File: src/rtl/swizzle_dram_to_cram_pingpong_if.sv
// rtl/swizzle_dram_to_cram_pingpong_if.sv - input stream and compute-RAM write bundle for the ping-pong swizzle
// Optional `passthrough` control exists only when SWIZZLE_PASSTHROUGH_EN is defined.
interface swizzle_dram_to_cram_pingpong_if #(
  parameter int DWIDTH = 40,
  parameter int AWIDTH = 9,
  parameter int NUMW   = 16
);
  logic              in_valid;
  logic              in_ready;
  logic [DWIDTH-1:0] mem_ctrl_data_in;
  logic              flush;
  logic [DWIDTH-1:0] ram_data_out;
  logic [AWIDTH-1:0] ram_addr;
  logic              ram_we;
  logic [NUMW-1:0]   ram_num;
  logic              all_done;
`ifdef SWIZZLE_PASSTHROUGH_EN
  logic              passthrough;

  modport master (
    output in_valid, mem_ctrl_data_in, flush, passthrough,
    input  in_ready, ram_data_out, ram_addr, ram_we, ram_num, all_done
  );
  modport slave (
    input  in_valid, mem_ctrl_data_in, flush, passthrough,
    output in_ready, ram_data_out, ram_addr, ram_we, ram_num, all_done
  );
`else
  modport master (
    output in_valid, mem_ctrl_data_in, flush,
    input  in_ready, ram_data_out, ram_addr, ram_we, ram_num, all_done
  );
  modport slave (
    input  in_valid, mem_ctrl_data_in, flush,
    output in_ready, ram_data_out, ram_addr, ram_we, ram_num, all_done
  );
`endif
endinterface

File: src/rtl/swizzle_dram_to_cram_pingpong.sv
// rtl/swizzle_dram_to_cram_pingpong.sv - ping-pong DWIDTH x DWIDTH transpose from memory-controller words to compute RAM
// Optional word bypass compiled in with SWIZZLE_PASSTHROUGH_EN.
module swizzle_dram_to_cram_pingpong #(
  parameter int DWIDTH         = 40,
  parameter int AWIDTH         = 9,
  parameter int RAM_NUM_WORDS  = 512,
  parameter int RAM_START_ADDR = 0,
  parameter int NUM_RAMS       = 4,
  parameter int NUMW           = 16
) (
  input  logic clk,
  input  logic reset,
  swizzle_dram_to_cram_pingpong_if.slave bus
);
  localparam int                CW         = (DWIDTH > 1) ? $clog2(DWIDTH) : 1;
  localparam logic [CW-1:0]     LAST_ROW   = CW'(DWIDTH - 1);
  localparam logic [AWIDTH-1:0] FIRST_ADDR = AWIDTH'(RAM_START_ADDR);
  localparam logic [AWIDTH-1:0] LAST_ADDR  = AWIDTH'(RAM_NUM_WORDS - 1);
  localparam logic [NUMW-1:0]   LAST_RAM   = NUMW'(NUM_RAMS - 1);

  logic [DWIDTH-1:0] r_buf  [2][DWIDTH];
  logic [DWIDTH-1:0] r_mask [2];
  logic [1:0]        r_full;
  logic              r_wr_sel;
  logic              r_rd_sel;
  logic [CW-1:0]     r_wr_cnt;
  logic [CW-1:0]     r_rd_cnt;
  logic [AWIDTH-1:0] r_addr_nxt;
  logic [NUMW-1:0]   r_num_nxt;
  logic [DWIDTH-1:0] r_data;
  logic [AWIDTH-1:0] r_addr;
  logic              r_we;
  logic [NUMW-1:0]   r_num;
  logic              r_done;

  logic              w_pt;
  logic              w_ready;
  logic              w_acc;
  logic              w_load;
  logic              w_close;
  logic              w_drain;
  logic              w_drain_end;
  logic              w_issue;
  logic [DWIDTH-1:0] w_col;

`ifdef SWIZZLE_PASSTHROUGH_EN
  logic r_pt;
  assign w_pt = r_pt;

  // Mode only changes when nothing is buffered, so a tile is never split across modes.
  always_ff @(posedge clk) begin
    if (reset) begin
      r_pt <= 1'b0;
    end else if (!r_full[0] && !r_full[1] && r_wr_cnt == '0) begin
      r_pt <= bus.passthrough;
    end
  end
`else
  assign w_pt = 1'b0;
`endif

  assign w_ready     = (w_pt || !r_full[r_wr_sel]) && !reset;
  assign w_acc       = bus.in_valid && w_ready;
  assign w_load      = w_acc && !w_pt;
  assign w_close     = !w_pt && ((w_load && (r_wr_cnt == LAST_ROW || bus.flush)) ||
                                 (bus.flush && r_wr_cnt != '0));
  assign w_drain     = r_full[r_rd_sel];
  assign w_drain_end = w_drain && r_rd_cnt == LAST_ROW;
  assign w_issue     = w_pt ? w_acc : w_drain;

  // Column rd_cnt of the draining buffer; rows never written in this tile read as 0.
  always_comb begin
    w_col = '0;
    for (int j = 0; j < DWIDTH; j++) begin
      w_col[j] = r_buf[r_rd_sel][j][r_rd_cnt] & r_mask[r_rd_sel][j];
    end
  end

  always_ff @(posedge clk) begin
    if (w_load) begin
      r_buf[r_wr_sel][r_wr_cnt] <= bus.mem_ctrl_data_in;
    end
  end

  always_ff @(posedge clk) begin
    if (reset) begin
      r_full     <= '0;
      r_mask[0]  <= '0;
      r_mask[1]  <= '0;
      r_wr_sel   <= 1'b0;
      r_rd_sel   <= 1'b0;
      r_wr_cnt   <= '0;
      r_rd_cnt   <= '0;
      r_addr_nxt <= FIRST_ADDR;
      r_num_nxt  <= '0;
      r_data     <= '0;
      r_addr     <= FIRST_ADDR;
      r_we       <= 1'b0;
      r_num      <= '0;
      r_done     <= 1'b0;
    end else begin
      // Load and drain always target different buffers, so their updates never collide.
      if (w_load) begin
        r_mask[r_wr_sel][r_wr_cnt] <= 1'b1;
      end
      if (w_close) begin
        r_full[r_wr_sel] <= 1'b1;
        r_wr_sel         <= ~r_wr_sel;
        r_wr_cnt         <= '0;
      end else if (w_load) begin
        r_wr_cnt <= r_wr_cnt + 1'b1;
      end

      if (w_drain_end) begin
        r_full[r_rd_sel] <= 1'b0;
        r_mask[r_rd_sel] <= '0;
        r_rd_sel         <= ~r_rd_sel;
        r_rd_cnt         <= '0;
      end else if (w_drain) begin
        r_rd_cnt <= r_rd_cnt + 1'b1;
      end

      r_we   <= w_issue;
      r_done <= 1'b0;
      if (w_issue) begin
        r_data <= w_pt ? bus.mem_ctrl_data_in : w_col;
        r_addr <= r_addr_nxt;
        r_num  <= r_num_nxt;
        if (r_addr_nxt == LAST_ADDR) begin
          r_addr_nxt <= FIRST_ADDR;
          if (r_num_nxt == LAST_RAM) begin
            r_num_nxt <= '0;
            r_done    <= 1'b1;
          end else begin
            r_num_nxt <= r_num_nxt + 1'b1;
          end
        end else begin
          r_addr_nxt <= r_addr_nxt + 1'b1;
        end
      end
    end
  end

  assign bus.in_ready     = w_ready;
  assign bus.ram_data_out = r_data;
  assign bus.ram_addr     = r_addr;
  assign bus.ram_we       = r_we;
  assign bus.ram_num      = r_num;
  assign bus.all_done     = r_done;
endmodule

File: src/flat_wrapper.sv
// flat-port wrapper written by rule: the top's interface ports become plain ports
module swizzle_dram_to_cram_pingpong_flat 
#(
  parameter int DWIDTH         = 40,
  parameter int AWIDTH         = 9,
  parameter int RAM_NUM_WORDS  = 512,
  parameter int RAM_START_ADDR = 0,
  parameter int NUM_RAMS       = 4,
  parameter int NUMW           = 16
)
  (clk, reset, bus_in_valid, bus_mem_ctrl_data_in, bus_flush, bus_in_ready, bus_ram_data_out, bus_ram_addr, bus_ram_we, bus_ram_num, bus_all_done);
  swizzle_dram_to_cram_pingpong_if #(.DWIDTH(DWIDTH), .AWIDTH(AWIDTH), .NUMW(NUMW)) bus_i ();
  input  logic clk;
  input  logic reset;
  input wire logic [$bits(bus_i.in_valid)-1:0] bus_in_valid;
  input wire logic [$bits(bus_i.mem_ctrl_data_in)-1:0] bus_mem_ctrl_data_in;
  input wire logic [$bits(bus_i.flush)-1:0] bus_flush;
  output wire logic [$bits(bus_i.in_ready)-1:0] bus_in_ready;
  output wire logic [$bits(bus_i.ram_data_out)-1:0] bus_ram_data_out;
  output wire logic [$bits(bus_i.ram_addr)-1:0] bus_ram_addr;
  output wire logic [$bits(bus_i.ram_we)-1:0] bus_ram_we;
  output wire logic [$bits(bus_i.ram_num)-1:0] bus_ram_num;
  output wire logic [$bits(bus_i.all_done)-1:0] bus_all_done;
  assign bus_i.in_valid = bus_in_valid;
  assign bus_i.mem_ctrl_data_in = bus_mem_ctrl_data_in;
  assign bus_i.flush = bus_flush;
  assign bus_in_ready = bus_i.in_ready;
  assign bus_ram_data_out = bus_i.ram_data_out;
  assign bus_ram_addr = bus_i.ram_addr;
  assign bus_ram_we = bus_i.ram_we;
  assign bus_ram_num = bus_i.ram_num;
  assign bus_all_done = bus_i.all_done;
  swizzle_dram_to_cram_pingpong #(.DWIDTH(DWIDTH), .AWIDTH(AWIDTH), .RAM_NUM_WORDS(RAM_NUM_WORDS), .RAM_START_ADDR(RAM_START_ADDR), .NUM_RAMS(NUM_RAMS), .NUMW(NUMW)) u_core (.clk(clk), .reset(reset), .bus(bus_i));
endmodule
File: config.mk
export PLATFORM = sky130hd
export DESIGN_NAME = swizzle_dram_to_cram_pingpong_flat
export DESIGN_NICKNAME = d
export VERILOG_FILES = /design/src/rtl/swizzle_dram_to_cram_pingpong_if.sv /design/src/rtl/swizzle_dram_to_cram_pingpong.sv /design/src/flat_wrapper.sv
export SDC_FILE = /design/constraint.sdc
export NUM_CORES = 2
export LEC_CHECK = 0
export ABC_CLOCK_PERIOD_IN_PS = 4400
export BUFFER_PORTS_ARGS = -buffer_cell sky130_fd_sc_hd__clkbuf_2
export CAP_MARGIN = 0
export CORE_MARGIN = 2
export CORE_UTILIZATION = 55
export CTS_CLUSTER_DIAMETER = 40
export DETAILED_ROUTE_END_ITERATION = 10
export PLACE_DENSITY = 0.78
export SYNTH_ARGS = -nofsm -noshare
export SYNTH_HDL_FRONTEND = slang
export SYNTH_SLANG_ARGS = --single-unit
File: constraint.sdc
create_clock -name clk -period 4.4 [get_ports clk]
set_input_delay 0.22 -clock clk [delete_from_list [all_inputs] [get_ports clk]]
set_output_delay 0.22 -clock clk [all_outputs]
set_load 0.01 [all_outputs]
==> impl_results.md <==
- Outcome: finished with violations
- Violated checks: max-capacitance violations, max-slew violations
- CTS resizes: 0
- Unrepaired setup endpoints after global routing: false
- Post-synth EDFFs: 3,200
- Worst slew pin tran: 1.50 ns
- Worst Path Max Fanout: 40
- Most common library cells after synthesis: 3,200 x edfxtp_1, 614 x mux2i_1, 581 x mux4_2, 277 x nand2_1, 189 x dfxtp_1
- I/O Pins: 112
- HP Class: primary input to flip-flop
- Remaining Overflow, GRT: 0
- Die ar.: 0.241 mm^2
- Slowest stage cell, crit path: nor3_1
- Final instance area: 0.150 mm^2
- Compound-Gate Fraction of Synth Area: 4.02%
- Synth Area in XOR/XNOR: 0.208%
- Adder-Cell Fraction of Synth Area: 0.0575%
- R2R depth: 6
- Mux cell area share after synthesis: 15.2%
- HP Start: bus_mem_ctrl_data_in[34]
- Synth Area per Inst: 20.1 um^2
- Tmin final: 3.48 ns
- Synth warnings: 0
- Post-synthesis sequential area ratio: 76.5%
- Hold path cells: 1
- Antenna viol nets, final: 0
- H-tree levels: 5
- DRT iter0 DRCs: 12,025
- Clock slew at reported path FFs: 0.06 ns
- Hold Path End: u_core.r_buf[1][1354]
- Chip width: 491 um
- Avg WL per Cell: 34.3 um
- Worst EP arrival: 4.04 ns
- Critical path's largest stage delay: 1.21 ns
- Critical Path End Type: flip-flop
- Final setup viols: 0
- Synth Register Bits: 3,389
- Crit path kind: flip-flop to flip-flop
- Storage cell area: 0.0999 mm^2
- DRC: 0
- Leakage: 46.9 nW
- Post-DP Area: 0.136 mm^2
- Total wire length: 358,000 um
- Main combinational cell family by area after synthesis: multiplexers
- DP Wirelength: 183,000 um
- Tcrit/Tclk final: 79.1%
- TritonCTS clock tree: yes
- Post-synth top area cell: edfxtp_1
- Nets: 7,002
- CTS Root Cell: clkbuf_16
- Pre-CTS setup slack: 0.965 ns
- Synth top area share: 73.6%
- Final setup TNS: 0 ns
- CP required: 4.95 ns
- Crit path launch: u_core.r_wr_cnt[1]
- Largest net degree at the start of global routing: 106
- R2R Setup Slk: 0.92 ns
- DR vias/cell: 6.83
- Relative slew slack: -0.951%
- Max Cap Viol: 1
- Syn_nets: 6,530
- Routability cong.: 0.851
- Core box area: 0.236 mm^2
- Endpoints failing hold: 0
- Max-slew violations: 6
- Top cells by area, synth: edfxtp_1 74%, mux4_2 10%, mux2i_1 4.7%, dfxtp_1 2.9%, nand2_1 0.80%
- Largest vdd supply drop: 0.394 mV
- 1st-pass router iterations: 6
- Row cnt: 178
- Distinct cells, synth: 61
- Syn Inst Count: 6,480
- DIE HEIGHT: 491 um
- Pwr Density: 474 mW/mm^2
- Crit start category: flip-flop
- Vias in the first global route: 72,103
- # port buffers: 111
- Async S/R FF share, synth: 0%
- Clock Path Buffers: 4
- Initial cell density of the core: 55.4%
- Clock latency at the later pin of the worst-skew pair: 0.98 ns
- Sink Count: 3,389
- Via count: 71,270
- Fill count: 14,787
- Tot Pwr: 71.0 mW
- Most frequent cell after synthesis: edfxtp_1
- Antenna violations before repair: 27
- Share of layout cells above drive strength 1: 23.6%
- Final worst setup slack: 0.918 ns
- Clock buffer count from CTS: 406
- CP cell instances: inv_1 > nor3_1 > buf_4 > nand2_1 > inv_1 > buf_4
- Reg2reg end: u_core.r_buf[1][1485]
- Area of the multi-input gates: 0.0282 mm^2
- Cell area after synthesis: 0.131 mm^2
- FMAX: 287 MHz
- First-pass GRT wire length: 510,000 um
- Top_reg_cell synth: edfxtp_1
- Worst r2r src: u_core.r_wr_cnt[1]
- Simple-Gate Fraction of Synth Area: 2.04%
- Clk_skew: 0.0794 ns
- Global-route usage over all layers: 29.4%
- Area Growth Syn to Fin: 14.8%
repair_timing:
| item | in CTS | in global routing |
|---|---|---|
| setup buffers | 0 | 0 |
| hold endpoints to repair | 919 | 0 |
| hold buffers | 34 | 0 |
where the power goes:
group	switching [mW]	internal [mW]
logic	1.73	0.628
registers	0.0622	35.3
clock network	13.7	19.6
total	15.4	55.6
area by class of cell:
type                       count  area share [%]
clock buffer                 465            7.06
clock inverter               275            1.94
multi-input combinational   2623            18.9
sequential                  3389            66.7
inverter                      86           0.221
timing repair buffer         446            2.58
antenna                        7          0.0117
tap                         3150            2.63
worst max-delay path: cells and delay by family, from the launching register on:
kind                   cells  cell delay (ns)
DFF                        1             0.48
buffers and inverters      4             1.16
and+or+nand+nor            2             1.41
worst max-delay path by stage:
stage                                       end  slack (ns)  depth (start not counted)
finish                    u_core.r_buf[1][1485]        0.92                          6
global placement    u_core.bus.ram_data_out[10]        1.08                          6
detailed placement  u_core.bus.ram_data_out[22]        0.97                          5
floorplan                 u_core.r_buf[0][1440]        0.90                          6
global route         u_core.bus.ram_data_out[8]        0.85                          8
CTS                 u_core.bus.ram_data_out[17]        0.96                          7
layer usage:
metal  GRT usage, %  up-vias  wire, um
met4           13.5        4     17900
met1           38.9    36778    123000
met5              0        -        26
li1               -    27728         -
met2           46.6     5701    171000
met3           6.89     1059     46000
cells in the final DEF, fill, tap and decap left out, drive strengths merged, types with 28 or more instances in the layout:
cell type and instances:
a2111oi 57, a211oi 70, a21oi 172, a221oi 54, a22o 28, a22oi 102, buf 342, bufinv 36
clkbuf 535, clkinv 124, clkinvlp 43, dfxtp 189, dlygate4sd3 34, edfxtp 3200, inv 158, mux2 43
mux2i 614, mux4 587, nand2 277, nand3 43, nor2 130, nor2b 41, nor3 36, o21ai 58
o221ai 33, o22ai 71
state kept, by name, indices dropped and copies added (netlist names), named ones only:
name and cells:
u_core.bus.all_done 1, u_core.bus.ram_addr 9, u_core.bus.ram_data_out 40, u_core.bus.ram_num 16, u_core.bus.ram_we 1, u_core.r_addr_nxt 9, u_core.r_buf 3200, u_core.r_full 2
u_core.r_mask 80, u_core.r_num_nxt 16, u_core.r_rd_cnt 6, u_core.r_rd_sel 1, u_core.r_wr_cnt 6, u_core.r_wr_sel 1
per-stage QoR:
| step | utilization (%) | cells | hold WS, ns |
|---|---|---|---|
| after detailed placement | 57.7 | 9660 | 0.446 |
| after global routing | 63.6 | 10435 | 0.0239 |
| after floorplan | - | 6480 | 0.319 |
| after CTS | 63.6 | 10434 | 0.0153 |
| after global placement | 57.7 | 9660 | 0.439 |
| final | 63.6 | 10441 | 0.0317 |
kinds of logic (layout without fill, tap and decap cells):
family,Yosys count,after routing
flip-flops,3389,3389
multiplexers,1244,1244
AO/OA/AOI/OAI,742,742
AND/OR/NAND/NOR,600,600
buffers and inverters,468,1272
XOR/XNOR,31,31
adder cells (fa/ha/maj),6,6
other,0,7
No activity file was read; power rests on OpenSTA's default activity.
